$ cat config.mk
export PLATFORM = sky130hd
export DESIGN_NAME = pipe_stage_skid_flat
export DESIGN_NICKNAME = d
export VERILOG_FILES = /design/src/rtl/pipe_stage_skid_if.sv /design/src/rtl/pipe_stage_skid.sv /design/src/flat_wrapper.sv
export SDC_FILE = /design/constraint.sdc
export NUM_CORES = 1
export LEC_CHECK = 0
export BUFFER_PORTS_ARGS = -buffer_cell sky130_fd_sc_hd__buf_2
export CORE_MARGIN = 8
export CORE_UTILIZATION = 35
export DETAILED_ROUTE_END_ITERATION = 10
export SLEW_MARGIN = 40
export SYNTH_ARGS = -nofsm -noshare
export SYNTH_HDL_FRONTEND = slang
export SYNTH_SLANG_ARGS = --single-unit
$ cat constraint.sdc
create_clock -name clk -period 2.62 [get_ports clk]
set_input_delay 0.393 -clock clk [delete_from_list [all_inputs] [get_ports clk]]
set_output_delay 0.393 -clock clk [all_outputs]
set_load 0.02 [all_outputs]
$ cat src/rtl/pipe_stage_skid_if.sv
// Valid/ready stream carrying a {ctrl, data} pipeline beat.
// master drives the beat, slave answers with ready.
interface pipe_stage_skid_if #(
  parameter int CTRL_W = 8,
  parameter int DATA_W = 32
);
  logic              valid;
  logic              ready;
  logic [CTRL_W-1:0] ctrl;
  logic [DATA_W-1:0] data;

  modport master (output valid, output ctrl, output data, input  ready);
  modport slave  (input  valid, input  ctrl, input  data, output ready);
endinterface

$ cat src/rtl/pipe_stage_skid.sv
// Registered pipeline stage with one skid entry: in_ready depends only on state,
// so there is no combinational ready path from downstream to upstream.
module pipe_stage_skid #(
  parameter int DATA_W = 32,
  parameter int CTRL_W = 8,
  parameter int CNT_W  = 16
) (
  input  logic             clk,
  input  logic             rst_n,
  input  logic             flush,
  input  logic             stat_clr,
  pipe_stage_skid_if.slave  up,
  pipe_stage_skid_if.master dn,
  output logic [CNT_W-1:0] stall_cnt
);

  typedef enum logic [1:0] {
    EMPTY = 2'd0,
    BUSY  = 2'd1,
    FULL  = 2'd2
  } state_t;

  typedef struct packed {
    logic [CTRL_W-1:0] ctrl;
    logic [DATA_W-1:0] data;
  } beat_t;

  localparam logic [CNT_W-1:0] CNT_MAX = '1;

  state_t state;
  beat_t  main_q;
  beat_t  skid_q;
  beat_t  in_beat;
  logic   accept;
  logic   deliver;
  logic   stall;

  assign in_beat  = {up.ctrl, up.data};

  assign up.ready = (state != FULL);
  assign dn.valid = (state != EMPTY);
  assign dn.ctrl  = main_q.ctrl;
  assign dn.data  = main_q.data;

  assign accept   = up.valid & up.ready;
  assign deliver  = dn.valid & dn.ready;
  assign stall    = dn.valid & ~dn.ready;

  // Main entry always holds the oldest beat; the skid entry only fills when
  // a beat arrives while the main entry is stalled.
  always_ff @(posedge clk or negedge rst_n) begin
    // NOTE: datapath registers are reset too, so outputs read zero during reset.
    if (!rst_n) begin
      state  <= EMPTY;
      main_q <= '0;
      skid_q <= '0;
    end else if (flush) begin
      state       <= EMPTY;
      main_q.ctrl <= '0;
      skid_q.ctrl <= '0;
    end else begin
      // NOTE: non-blocking assignments keep every register update on the
      // pre-edge values, independent of statement order.
      unique case (state)
        EMPTY: begin
          if (accept) begin
            main_q <= in_beat;
            state  <= BUSY;
          end
        end
        BUSY: begin
          if (accept && deliver) begin
            main_q <= in_beat;
          end else if (accept) begin
            skid_q <= in_beat;
            state  <= FULL;
          end else if (deliver) begin
            main_q.ctrl <= '0;
            state       <= EMPTY;
          end
        end
        FULL: begin
          if (deliver) begin
            main_q <= skid_q;
            state  <= BUSY;
          end
        end
        default: begin
          main_q.ctrl <= '0;
          skid_q.ctrl <= '0;
          state       <= EMPTY;
        end
      endcase
    end
  end

  // Saturating stall counter; clear wins over increment, flush is ignored.
  always_ff @(posedge clk or negedge rst_n) begin
    if (!rst_n) begin
      stall_cnt <= '0;
    end else if (stat_clr) begin
      stall_cnt <= '0;
    end else if (stall && (stall_cnt != CNT_MAX)) begin
      stall_cnt <= stall_cnt + 1'b1;
    end
  end

endmodule

$ cat src/flat_wrapper.sv
// flat-port wrapper written by rule: the top's interface ports become plain ports
module pipe_stage_skid_flat 
#(
  parameter int DATA_W = 32,
  parameter int CTRL_W = 8,
  parameter int CNT_W  = 16
)
  (clk, rst_n, flush, stat_clr, stall_cnt, up_valid, up_ctrl, up_data, up_ready, dn_valid, dn_ctrl, dn_data, dn_ready);
  pipe_stage_skid_if #(.CTRL_W(CTRL_W), .DATA_W(DATA_W)) up_i ();
  pipe_stage_skid_if #(.CTRL_W(CTRL_W), .DATA_W(DATA_W)) dn_i ();
  input  logic clk;
  input  logic rst_n;
  input  logic flush;
  input  logic stat_clr;
  output logic [CNT_W-1:0] stall_cnt;
  input wire logic [$bits(up_i.valid)-1:0] up_valid;
  input wire logic [$bits(up_i.ctrl)-1:0] up_ctrl;
  input wire logic [$bits(up_i.data)-1:0] up_data;
  output wire logic [$bits(up_i.ready)-1:0] up_ready;
  output wire logic [$bits(dn_i.valid)-1:0] dn_valid;
  output wire logic [$bits(dn_i.ctrl)-1:0] dn_ctrl;
  output wire logic [$bits(dn_i.data)-1:0] dn_data;
  input wire logic [$bits(dn_i.ready)-1:0] dn_ready;
  assign up_i.valid = up_valid;
  assign up_i.ctrl = up_ctrl;
  assign up_i.data = up_data;
  assign up_ready = up_i.ready;
  assign dn_valid = dn_i.valid;
  assign dn_ctrl = dn_i.ctrl;
  assign dn_data = dn_i.data;
  assign dn_i.ready = dn_ready;
  pipe_stage_skid #(.DATA_W(DATA_W), .CTRL_W(CTRL_W), .CNT_W(CNT_W)) u_core (.clk(clk), .rst_n(rst_n), .flush(flush), .stat_clr(stat_clr), .up(up_i), .dn(dn_i), .stall_cnt(stall_cnt));
endmodule
==> flow_metrics.tcl <==
set metrics [dict create \
    status "finished, final reports clean" \
    track_usage_pct 12.40 \
    cts_sinks 98 \
    final_cells 631 \
    maxSlewHeadroom_pct 52.09 \
    hold_viol_final 0 \
    rows 42 \
    avgSynthCellArea_sq_um 13.40 \
    reg2reg_slack_ns 0.66 \
    fin_ws_ns 0.5828 \
    gp_congestion 0.7991 \
    die_y_microns 131.4 \
    clk_latency_ns 0.34 \
    leakagePower_nw 2.598 \
    vias 3159 \
    ff_latch_area_sq_um 2452 \
    fin_nets 498 \
    grt_max_degree 99 \
    syn_nets 395 \
    setup_viol 0 \
    clock_skew_ns 0.005674 \
    synth-seq-area-share_pct 52.58 \
    synth.distinct_cells 49 \
    synth.largest_area_cell "dfrtp_1" \
    pin_count 104 \
    cts_buffers 9 \
    route.detailed.drc 0 \
    synth_top_area_share_pct 52.58 \
    grt_overflow_total 0 \
    cp_data_required_time_ns 2.23 \
    synth.top_cells.by_area "dfrtp_1 53%, mux2_2 24%, a22o_1 4.5%, a21oi_1 1.8%, buf_6 1.4%" \
    r2r_start "u_core.state[1]$_DFFE_PN0P_" \
    cts_tree "done" \
    reg2reg_depth 5 \
    crit_arrival_ns 1.64 \
    design.core.area_sq_um 13140 \
    path_max_fanout 26 \
    clk_pin_slew_ns 0.06 \
    dp_hpwl_microns 6979 \
    period_share_pct 77.76 \
    place_inst 616 \
    rr_endpoint "u_core.dn.data[31]$_DFFE_PN0P_" \
    routed_wl_microns 10290 \
    mostFrequentLayoutCell "buf_2" \
    grt_pass1_wl_microns 17560 \
    syn-cell-area_sq_um 4664 \
    dr.first_iter.drc_count 122 \
    rsz0062_at_grt "no" \
    yosys_warnings 0 \
    htree_num_levels 3 \
    final_max_slew_viol_count 0 \
    portBuffers 103 \
    fin_tns_setup_ns 0 \
    antenna_found_initial 0 \
    firstDrtPassIters 4 \
    cts_buffer_depth 2 \
    grt_pass1_vias 3465 \
    synth-seq-cells 98 \
    synthCells 348 \
    mostFrequentLayoutCells "102 x buf_2, 98 x mux2_2, 98 x dfrtp_1" \
    viasPerCell 5.006 \
    die_area_sq_um 17280 \
    peakVddDrop_v 0.0003610 \
    power.density_nw_per_um2 705.5 \
    start_util_pct 35.50 \
    pre_cts_ws_ns 0.6417 \
    fmax_ghz 0.4909 \
    final_antenna_net_count 0 \
    final.fill_count 1280 \
    wl_per_cell_microns 16.31 \
    end_kind "output pin" \
    startpoint_type "register" \
    drv_cap 0 \
    holdBufCountCts 0 \
    finalPower_mw 3.955 \
    drive_gt1_share_pct 50.99 \
    fin_crit_ns 2.037 \
    area_growth_syn_to_layout_pct 20.17 \
    multi_input_area_sq_um 2043 \
    path_class "register to output pin" \
    post_cts_buffers 0 \
    clock-root-buffer "clkbuf_16" \
    worst_slew_pin_slew_ns 0.7186 \
    antenna_cells 0 \
    post_cts_resized 0 \
    hold_class "primary input to async pin" \
    fp.dieW_microns 131.4 \
]
critical path, stage by stage, from the launching register on:
cell     delay, ns
dfrtp_1       0.47
nor2b_4       0.23
buf_4         0.36
inv_1         0.07
buf_2         0.16
logic make-up (layout without fill, tap and decap cells):
logic type               after synthesis  in the layout  share of synthesized area [%]
buffers and inverters                 23            130                          3.621
flip-flops                            98             98                          52.58
AO/OA/AOI/OAI                         58             58                          9.791
adder cells (fa/ha/maj)                1              1                         0.2682
multiplexers                         105            105                          25.32
XOR/XNOR                               1              1                         0.1878
AND/OR/NAND/NOR                       62             62                          8.235
cell type report:
type / count / area share (%)
Timing Repair Buffer: 110 / 10.40
Multi-Input combinational cell: 227 / 36.45
Clock buffer: 13 / 4.464
Tap cell: 176 / 3.929
Inverter: 5 / 0.3348
Clock inverter: 2 / 0.6696
Sequential cell: 98 / 43.75
cell usage after synthesis (all sizes together):
cell and count:
mux2 104, dfrtp 98, a22o 24, a21oi 19, buf 14, nor2 12
nand2 10, nor2b 9, and3 5, inv 5, nand4 5, clkbuf 4
nand3 4, or4 4, nand2b 3, o31ai 3, and4 2, o21ai 2
o41ai 2, or3 2, a2111oi 1, a211oi 1, a21o 1, a2bb2oi 1
a311o 1, and2 1, and2b 1, ha 1, mux2i 1, nor3 1
nor3b 1, nor4b 1, o211a 1, o21a 1, o21ba 1, or2 1
xor2 1
metrics by stage:
step | cell area (sq um) | hold slack (ns) | utilization [%]
floorplan | 4664 | 0.09741 | -
global route | 5605 | 0.1549 | 42.67
global placement | 5318 | 0.4607 | 40.48
CTS | 5605 | 0.1275 | 42.67
finish | 5605 | 0.09831 | 42.67
detailed placement | 5318 | 0.4698 | 40.48
worst max path at each step:
stage,start,end,slack (ns),depth (start not counted)
after floorplan,u_core.stall_cnt[0]$_DFFE_PN0P_,u_core.stall_cnt[6]$_DFFE_PN0P_,0.63,6
after global placement,u_core.state[1]$_DFFE_PN0P_,u_core.dn.data[29]$_DFFE_PN0P_,0.69,5
after detailed placement,u_core.state[1]$_DFFE_PN0P_,u_core.dn.data[31]$_DFFE_PN0P_,0.64,5
after CTS,u_core.state[1]$_DFFE_PN0P_,up_ready,0.53,4
after global routing,u_core.state[1]$_DFFE_PN0P_,up_ready,0.46,4
final,u_core.state[1]$_DFFE_PN0P_,up_ready,0.58,4
flip-flops by register name, indices dropped and copies added (netlist names):
name / flops
u_core.state: 2
u_core.stall_cnt: 16
u_core.skid_q: 40
u_core.dn.ctrl: 8
u_core.dn.data: 32
per-layer routing:
metal,wire (microns),track usage [%],vias to the layer above
met5,0,0,-
met4,155,5.041,0
met3,574,3.849,10
met2,4553,18.92,80
met1,5010,16.04,1581
li1,-,-,1488
power by group:
group,leakage [nW],internal (mW),total (mW),switching (mW)
clock network,0.136,0.763,1.31,0.548
registers,1.24,1.77,1.90,0.132
logic,1.23,0.357,0.739,0.382
total,2.60,2.89,3.95,1.06
No activity file was read; power rests on OpenSTA's default activity.
